[config.mk]
export PLATFORM = sky130hd
export DESIGN_NAME = adc_scan_ctrl
export DESIGN_NICKNAME = d
export VERILOG_FILES = /design/src/rtl/adc_scan_ctrl.sv
export SDC_FILE = /design/constraint.sdc
export NUM_CORES = 1
export LEC_CHECK = 0
export CAP_MARGIN = 0
export CORE_UTILIZATION = 30
export CTS_CLUSTER_DIAMETER = 100
export DETAILED_ROUTE_END_ITERATION = 8
export PLACE_DENSITY = 0.48
export SYNTH_ARGS = -nofsm -noshare
export SYNTH_HDL_FRONTEND = slang
export SYNTH_SLANG_ARGS = --single-unit
export TNS_END_PERCENT = 20
[constraint.sdc]
create_clock -name clk -period 1.6 [get_ports clk]
set_input_delay 0.4 -clock clk [delete_from_list [all_inputs] [get_ports clk]]
set_output_delay 0.4 -clock clk [all_outputs]
set_load 0.005 [all_outputs]
[src/rtl/adc_scan_ctrl.sv]
// ---------------------------------------------------------------------------
// adc_scan_ctrl
//
// Autonomous multi-channel scan controller for an LTC2308-style SPI ADC.
// Round-robins over the channels enabled in ch_mask, generates a registered
// serial clock (no gated clocks), tracks the ADC's one-frame configuration
// pipeline and hands channel-tagged results downstream over valid/ready.
//
// Frame: CONVST (1) -> CONV_WAIT (CONV_CYC) -> SHIFT (2*SCK_DIV*DATA_W) -> DONE (1)
//
// Parameters:
//   DATA_W   result bits per frame / SCK pulses per frame (6..16)
//   NUM_CH   number of mux channels (power of two, <= 8)
//   SCK_DIV  SCK half-period in clk cycles (>= 1)
//   CONV_CYC clk cycles from ADC_CONVST to the first SCK (>= 1)
//
// Ports:
//   clk, reset_n        system clock, asynchronous active-low reset
//   enable              scan while high; low clears overrun
//   ch_mask             channels to scan, bit i = channel i
//   uni                 UNI bit of the config word (1 = unipolar)
//   sample_data/ch      result and its channel
//   sample_valid/ready  output stream handshake
//   overrun             sticky, a finished result was dropped
//   ADC_CONVST/SCK/SDI  registered ADC pin drives
//   ADC_SDO             serial data from the ADC
//
// Optional build macro ADC_AVG_EN: each channel is held for four accepted
// frames and the truncated mean of those four results is emitted instead of
// one result per frame.
// ---------------------------------------------------------------------------
module adc_scan_ctrl #(
    parameter int DATA_W   = 12,
    parameter int NUM_CH   = 8,
    parameter int SCK_DIV  = 2,
    parameter int CONV_CYC = 80
) (
    input  logic              clk,
    input  logic              reset_n,
    input  logic              enable,
    input  logic [NUM_CH-1:0] ch_mask,
    input  logic              uni,
    output logic [DATA_W-1:0] sample_data,
    output logic [2:0]        sample_ch,
    output logic              sample_valid,
    input  logic              sample_ready,
    output logic              overrun,
    output logic              ADC_CONVST,
    output logic              ADC_SCK,
    output logic              ADC_SDI,
    input  logic              ADC_SDO
);

    localparam int PH_W   = (SCK_DIV > 1) ? $clog2(2 * SCK_DIV) : 1;
    localparam int BIT_W  = $clog2(DATA_W);
    localparam int WAIT_W = $clog2(CONV_CYC + 1);

    localparam logic [PH_W-1:0]   PH_RISE   = PH_W'(SCK_DIV - 1);
    localparam logic [PH_W-1:0]   PH_LAST   = PH_W'(2 * SCK_DIV - 1);
    localparam logic [BIT_W-1:0]  BIT_LAST  = BIT_W'(DATA_W - 1);
    localparam logic [WAIT_W-1:0] WAIT_LAST = WAIT_W'(CONV_CYC - 1);

    typedef enum logic [2:0] {
        S_IDLE,
        S_CONVST,
        S_CONV_WAIT,
        S_SHIFT,
        S_DONE
    } state_t;

    state_t              state;
    logic [WAIT_W-1:0]   wait_cnt;
    logic [PH_W-1:0]     ph;
    logic [BIT_W-1:0]    bit_cnt;
    logic [5:0]          sdi_sr;
    logic [DATA_W-1:0]   shift_reg;
    logic [2:0]          cur_ch;     // channel configured in the current frame
    logic [2:0]          tag_ch;     // channel whose data is shifting in now
    logic                primed;

    logic                mask_any;
    logic [2:0]          nxt_ch;
    logic                adv;        // cur_ch may move on at the next CONVST
    logic                deliver;
    logic [DATA_W-1:0]   deliver_data;

    // Lowest set mask bit strictly above cur, else the lowest set bit overall.
    function automatic logic [2:0] pick_next(input logic [NUM_CH-1:0] m,
                                             input logic [2:0]        cur);
        logic [2:0] above;
        logic [2:0] lowest;
        logic       has_above;
        above     = cur;
        lowest    = cur;
        has_above = 1'b0;
        for (int i = NUM_CH - 1; i >= 0; i--) begin
            if (m[i]) begin
                lowest = 3'(i);
                if (i > int'(cur)) begin
                    above     = 3'(i);
                    has_above = 1'b1;
                end
            end
        end
        return has_above ? above : lowest;
    endfunction

    // ADC config word, shifted MSB first: S/D, O/S, S1, S0, UNI, SLP.
    function automatic logic [5:0] cfg_word(input logic [2:0] ch, input logic u);
        return {1'b1, ch[0], ch[2], ch[1], u, 1'b0};
    endfunction

    assign mask_any = |ch_mask;
    assign nxt_ch   = pick_next(ch_mask, cur_ch);

`ifdef ADC_AVG_EN
    logic [DATA_W+1:0] acc;
    logic [1:0]        avg_cnt;
    logic [DATA_W+1:0] acc_sum;
    logic              take;

    assign acc_sum = acc + {2'b00, shift_reg};
    // After a channel switch the data still belongs to the old channel, so
    // only frames whose tag matches the configured channel are accumulated.
    assign take    = primed && (tag_ch == cur_ch);

    // NOTE: every signal assigned in always_comb gets a default first so no
    // path leaves it unassigned, which would otherwise infer a latch.
    always_comb begin
        deliver      = 1'b0;
        deliver_data = acc_sum[DATA_W+1:2];
        if (state == S_DONE && take && avg_cnt == 2'd3) begin
            deliver = 1'b1;
        end
    end
`else
    assign adv = 1'b1;

    // NOTE: every signal assigned in always_comb gets a default first so no
    // path leaves it unassigned, which would otherwise infer a latch.
    always_comb begin
        deliver      = 1'b0;
        deliver_data = shift_reg;
        if (state == S_DONE && primed) begin
            deliver = 1'b1;
        end
    end
`endif

    // NOTE: sequential state uses non-blocking assignments only, so every
    // right-hand side sees the pre-edge value regardless of statement order.
    always_ff @(posedge clk or negedge reset_n) begin
        if (!reset_n) begin
            state        <= S_IDLE;
            wait_cnt     <= '0;
            ph           <= '0;
            bit_cnt      <= '0;
            sdi_sr       <= '0;
            shift_reg    <= '0;
            cur_ch       <= '0;
            tag_ch       <= '0;
            primed       <= 1'b0;
            sample_data  <= '0;
            sample_ch    <= '0;
            sample_valid <= 1'b0;
            overrun      <= 1'b0;
            ADC_CONVST   <= 1'b0;
            ADC_SCK      <= 1'b0;
            ADC_SDI      <= 1'b0;
`ifdef ADC_AVG_EN
            acc          <= '0;
            avg_cnt      <= '0;
            adv          <= 1'b1;
`endif
        end else begin
            // NOTE: the handshake clear comes first; a DONE reload below is a
            // later non-blocking assignment to the same register and wins.
            if (sample_valid && sample_ready) begin
                sample_valid <= 1'b0;
            end
            if (deliver) begin
                if (!sample_valid || sample_ready) begin
                    sample_data  <= deliver_data;
                    sample_ch    <= tag_ch;
                    sample_valid <= 1'b1;
                end else begin
                    overrun <= 1'b1;
                end
            end
            if (!enable) begin
                overrun <= 1'b0;
            end

            case (state)
                S_IDLE: begin
                    if (enable && mask_any) begin
                        state      <= S_CONVST;
                        ADC_CONVST <= 1'b1;
                    end
                end

                S_CONVST: begin
                    ADC_CONVST <= 1'b0;
                    tag_ch     <= cur_ch;
                    if (adv) begin
                        cur_ch <= nxt_ch;
                        sdi_sr <= cfg_word(nxt_ch, uni);
                    end else begin
                        sdi_sr <= cfg_word(cur_ch, uni);
                    end
`ifdef ADC_AVG_EN
                    adv        <= 1'b0;
`endif
                    wait_cnt   <= '0;
                    state      <= S_CONV_WAIT;
                end

                S_CONV_WAIT: begin
                    if (wait_cnt == WAIT_LAST) begin
                        state   <= S_SHIFT;
                        ph      <= '0;
                        bit_cnt <= '0;
                        ADC_SDI <= sdi_sr[5];
                        sdi_sr  <= {sdi_sr[4:0], 1'b0};
                    end else begin
                        wait_cnt <= wait_cnt + 1'b1;
                    end
                end

                S_SHIFT: begin
                    // SDO is captured on the same edge that raises SCK.
                    if (ph == PH_RISE) begin
                        shift_reg <= {shift_reg[DATA_W-2:0], ADC_SDO};
                    end
                    if (ph == PH_LAST) begin
                        ph      <= '0;
                        ADC_SCK <= 1'b0;
                        if (bit_cnt == BIT_LAST) begin
                            state   <= S_DONE;
                            ADC_SDI <= 1'b0;
                        end else begin
                            bit_cnt <= bit_cnt + 1'b1;
                            ADC_SDI <= sdi_sr[5];
                            sdi_sr  <= {sdi_sr[4:0], 1'b0};
                        end
                    end else begin
                        ph <= ph + 1'b1;
                        if (ph == PH_RISE) begin
                            ADC_SCK <= 1'b1;
                        end
                    end
                end

                S_DONE: begin
                    primed <= 1'b1;
`ifdef ADC_AVG_EN
                    if (take) begin
                        if (avg_cnt == 2'd3) begin
                            acc     <= '0;
                            avg_cnt <= '0;
                            adv     <= 1'b1;
                        end else begin
                            acc     <= acc_sum;
                            avg_cnt <= avg_cnt + 1'b1;
                        end
                    end
`endif
                    if (enable && mask_any) begin
                        state      <= S_CONVST;
                        ADC_CONVST <= 1'b1;
                    end else begin
                        // The ADC pipeline is stale after idling, so the next
                        // run starts with a discarded priming frame.
                        state  <= S_IDLE;
                        primed <= 1'b0;
`ifdef ADC_AVG_EN
                        acc     <= '0;
                        avg_cnt <= '0;
                        adv     <= 1'b1;
`endif
                    end
                end

                default: begin
                    state <= S_IDLE;
                end
            endcase
        end
    end

endmodule

==> results.txt <==
Crit start category: flip-flop
Core area: 0.009415 sq mm
# H-tree levels: 3
Post-Route WL: 6.976 mm
Total Power: 5.623 mW
Post-route setup slack: -0.04321 ns
Largest cells by area after synthesis: dfrtp_1 51%, mux2_2 10%, nand2_1 4.4%
Max Fanout on Critical Path: 7
Share of cells above drive strength 1: 0.3885
Final Skew: 0.009784 ns
Setup TNS: -0.08612 ns
VDD IR max: 0.5089 mV
Unrepaired setup endpoints after global routing: yes
HP Class: input pin to async pin
Slew Limit Fails: 0
Worst path max stage delay: 0.54 ns
Pin count of the biggest net entering global routing: 29
Leak pwr: 2.170 nW
Longest Clk Path Bufs: 2
Pwr/cell area: 1319 mW/mm^2
Cell Chain, Critical Path: nand2b_4 > a21oi_2 > o21ba_4 > or4_4 > a31oi_1
Post-synth EDFFs: 0
Post-synth ARST share: 1.000
Crit. End Element: flip-flop
RR Endpoint: sdi_sr[4]
Register Area: 0.001509 sq mm
Remaining DRCs: 0
CP Class: flip-flop to flip-flop
Reg2reg path depth: 5
Max transition margin: 0.7030
Clk root buf: clkbuf_8
Die ar.: 0.01027 sq mm
Synth warnings: 0
Vias in the first global route: 2,447
Final nets: 394
Final Hold Vio Count: 5
First-pass GRT wire length: 11.78 mm
Initial DRC Count: 105
Yosys cell types: 57
CTS sink count: 60
Port bufs: 33
Cell count after synthesis: 281
RR Startpoint: cur_ch[0]
Cts hold-fix bufs: 0
Top cell type's share of synthesized area: 0.5070
Final hold slack: -0.002531 ns
TritonRoute pass-1 iters: 5
Dpl hpwl: 5.112 mm
DRT antenna net count: 0
Dominant cell type by area after synthesis: dfrtp_1
GRT Total Usage: 0.1491
Worst-path clk slew: 0.08 ns
Failing checks: negative hold slack, negative setup slack
RePlAce Congestion: 0.8534
Die height: 101.4 um
Diodes inserted: 0
Count leader, synth: dfrtp_1
Clock period minus worst slack: 1.643 ns
Final Cycle Share: 1.027
CP required: 1.86 ns
Setup violators final: 4
Cts bufs inserted: 9
Flop-to-flop setup slack: -0.04 ns
Slowest CP cell: or4_4
Row Count: 35
Area of the mapped netlist: 0.002962 sq mm
Clock latency on the worst-skew pair: 0.34 ns
Register area share after synthesis: 0.5070
Die W: 101.4 um
Ys flop type: dfrtp_1
Outcome: complete, but fails checks
Data arrival time of the worst path: 1.90 ns
Routed length per placed instance: 13.68 um
GRT overflow: 0
Synth Net Count: 299
Yosys reg bits: 60
Worst Max-Slew Pin Slew: 0.4455 ns
Max-cap check violation count: 0
I/O pin count: 34
Vias: 2,420
Top post-synthesis cells by count: 60 x dfrtp_1, 35 x nand2_1, 27 x mux2_2
Max Freq: 608.6 MHz
Syn-to-layout area delta: 43.98%
Layout fillers: 900
Vias per cell: 4.745
Initial antenna violation count: 0
CTS tree: yes
Synth Area per Inst: 10.54 sq um
Area of the multi-input gates: 0.001499 sq mm
Initial core utilization: 0.3146
-- worst max-delay path, delay by kind of cell (launching register included) --
family | cells | cell delay [ns]
AO/OA/AOI/OAI | 3 | 0.42
AND/OR/NAND/NOR | 2 | 0.70
flip-flops | 1 | 0.45
-- placed cells by master (no fill, tap or decap), types with 6 or more instances in the layout --
cell	count
clkbuf_8	9
a21oi_1	8
mux2_2	27
o21ai_0	14
clkdlybuf4s50_1	6
dfrtp_1	54
nand3_1	9
nor2_1	20
dlygate4sd2_1	14
buf_4	57
inv_1	9
dfrtp_2	6
nand2_1	33
dlymetal6s2s_1	12
-- worst max-delay path by stage --
stage	from	to	slack [ns]	depth (start not counted)
2_1_floorplan	wait_cnt[4]	sdi_sr[2]	0.05	5
3_3_place_gp	ch_mask[4]	primed	-0.41	5
3_5_place_dp	ch_mask[4]	primed	-0.46	5
4_1_cts	cur_ch[2]	cur_ch[0]	-0.04	6
5_1_grt	wait_cnt[1]	sdi_sr[2]	-0.13	6
6_report	cur_ch[0]	sdi_sr[4]	-0.04	5
-- metal layers --
layer  up-vias  GRT usage  share of wire
met5         -          0              0
met4         0    0.06689          0.020
met3        12    0.02830          0.026
met2        38     0.2391           0.47
met1      1176     0.1958           0.48
li1       1194          -              -
-- per-stage QoR --
step	util	cells	setup slack, ns	hold WS, ns	cell area (sq um)
floorplan	-	281	0.04572	0.1044	2962
global placement	0.4106	489	-0.4140	0.3790	3866
detailed placement	0.4106	489	-0.4644	0.3759	3866
CTS	0.4368	507	-0.04488	0.002379	4113
global route	0.4529	510	-0.1275	0.01574	4264
finish	0.4529	510	-0.04321	-0.002531	4264
-- final cells by class --
cell class,count,area share
Sequential cell,60,0.3539
Tap cell,129,0.03785
Clock buffer,9,0.02905
Timing Repair Buffer,95,0.2010
Multi-Input combinational cell,200,0.3515
Inverter,10,0.008803
Clock inverter,7,0.01790
-- registers in the layout, summed over array words and instances (netlist names), 2 cells and up --
signal	flops
sample_ch	3
sdi_sr	5
wait_cnt	7
sample_data	12
ph	2
deliver_data	12
tag_ch	3
bit_cnt	4
state	3
cur_ch	3
-- power by group --
group / internal (mW) / switching (mW)
sequential: 1.88 / 0.318
combinational: 1.12 / 0.911
clock: 0.726 / 0.663
total: 3.73 / 1.89
-- kinds of logic (layout without fill, tap and decap cells) --
family / count (synthesis) / after routing / synth area share
simple gates: 99 / 99 / 0.1715
mux: 29 / 29 / 0.1094
xor+xnor: 4 / 4 / 0.01183
buf+inv: 21 / 121 / 0.03296
fa+ha+maj: 4 / 4 / 0.01690
flops: 60 / 60 / 0.5070
compound gates: 64 / 64 / 0.1504
-- repair_timing --
| action | in CTS | in global routing |
|---|---|---|
| resized for setup | 28 | 36 |
| pin swaps | 5 | 12 |
| setup buffers | 2 | 3 |
| endpoints found under the setup margin | 25 | 46 |
Note: power is estimated with default switching activity, not from simulation.
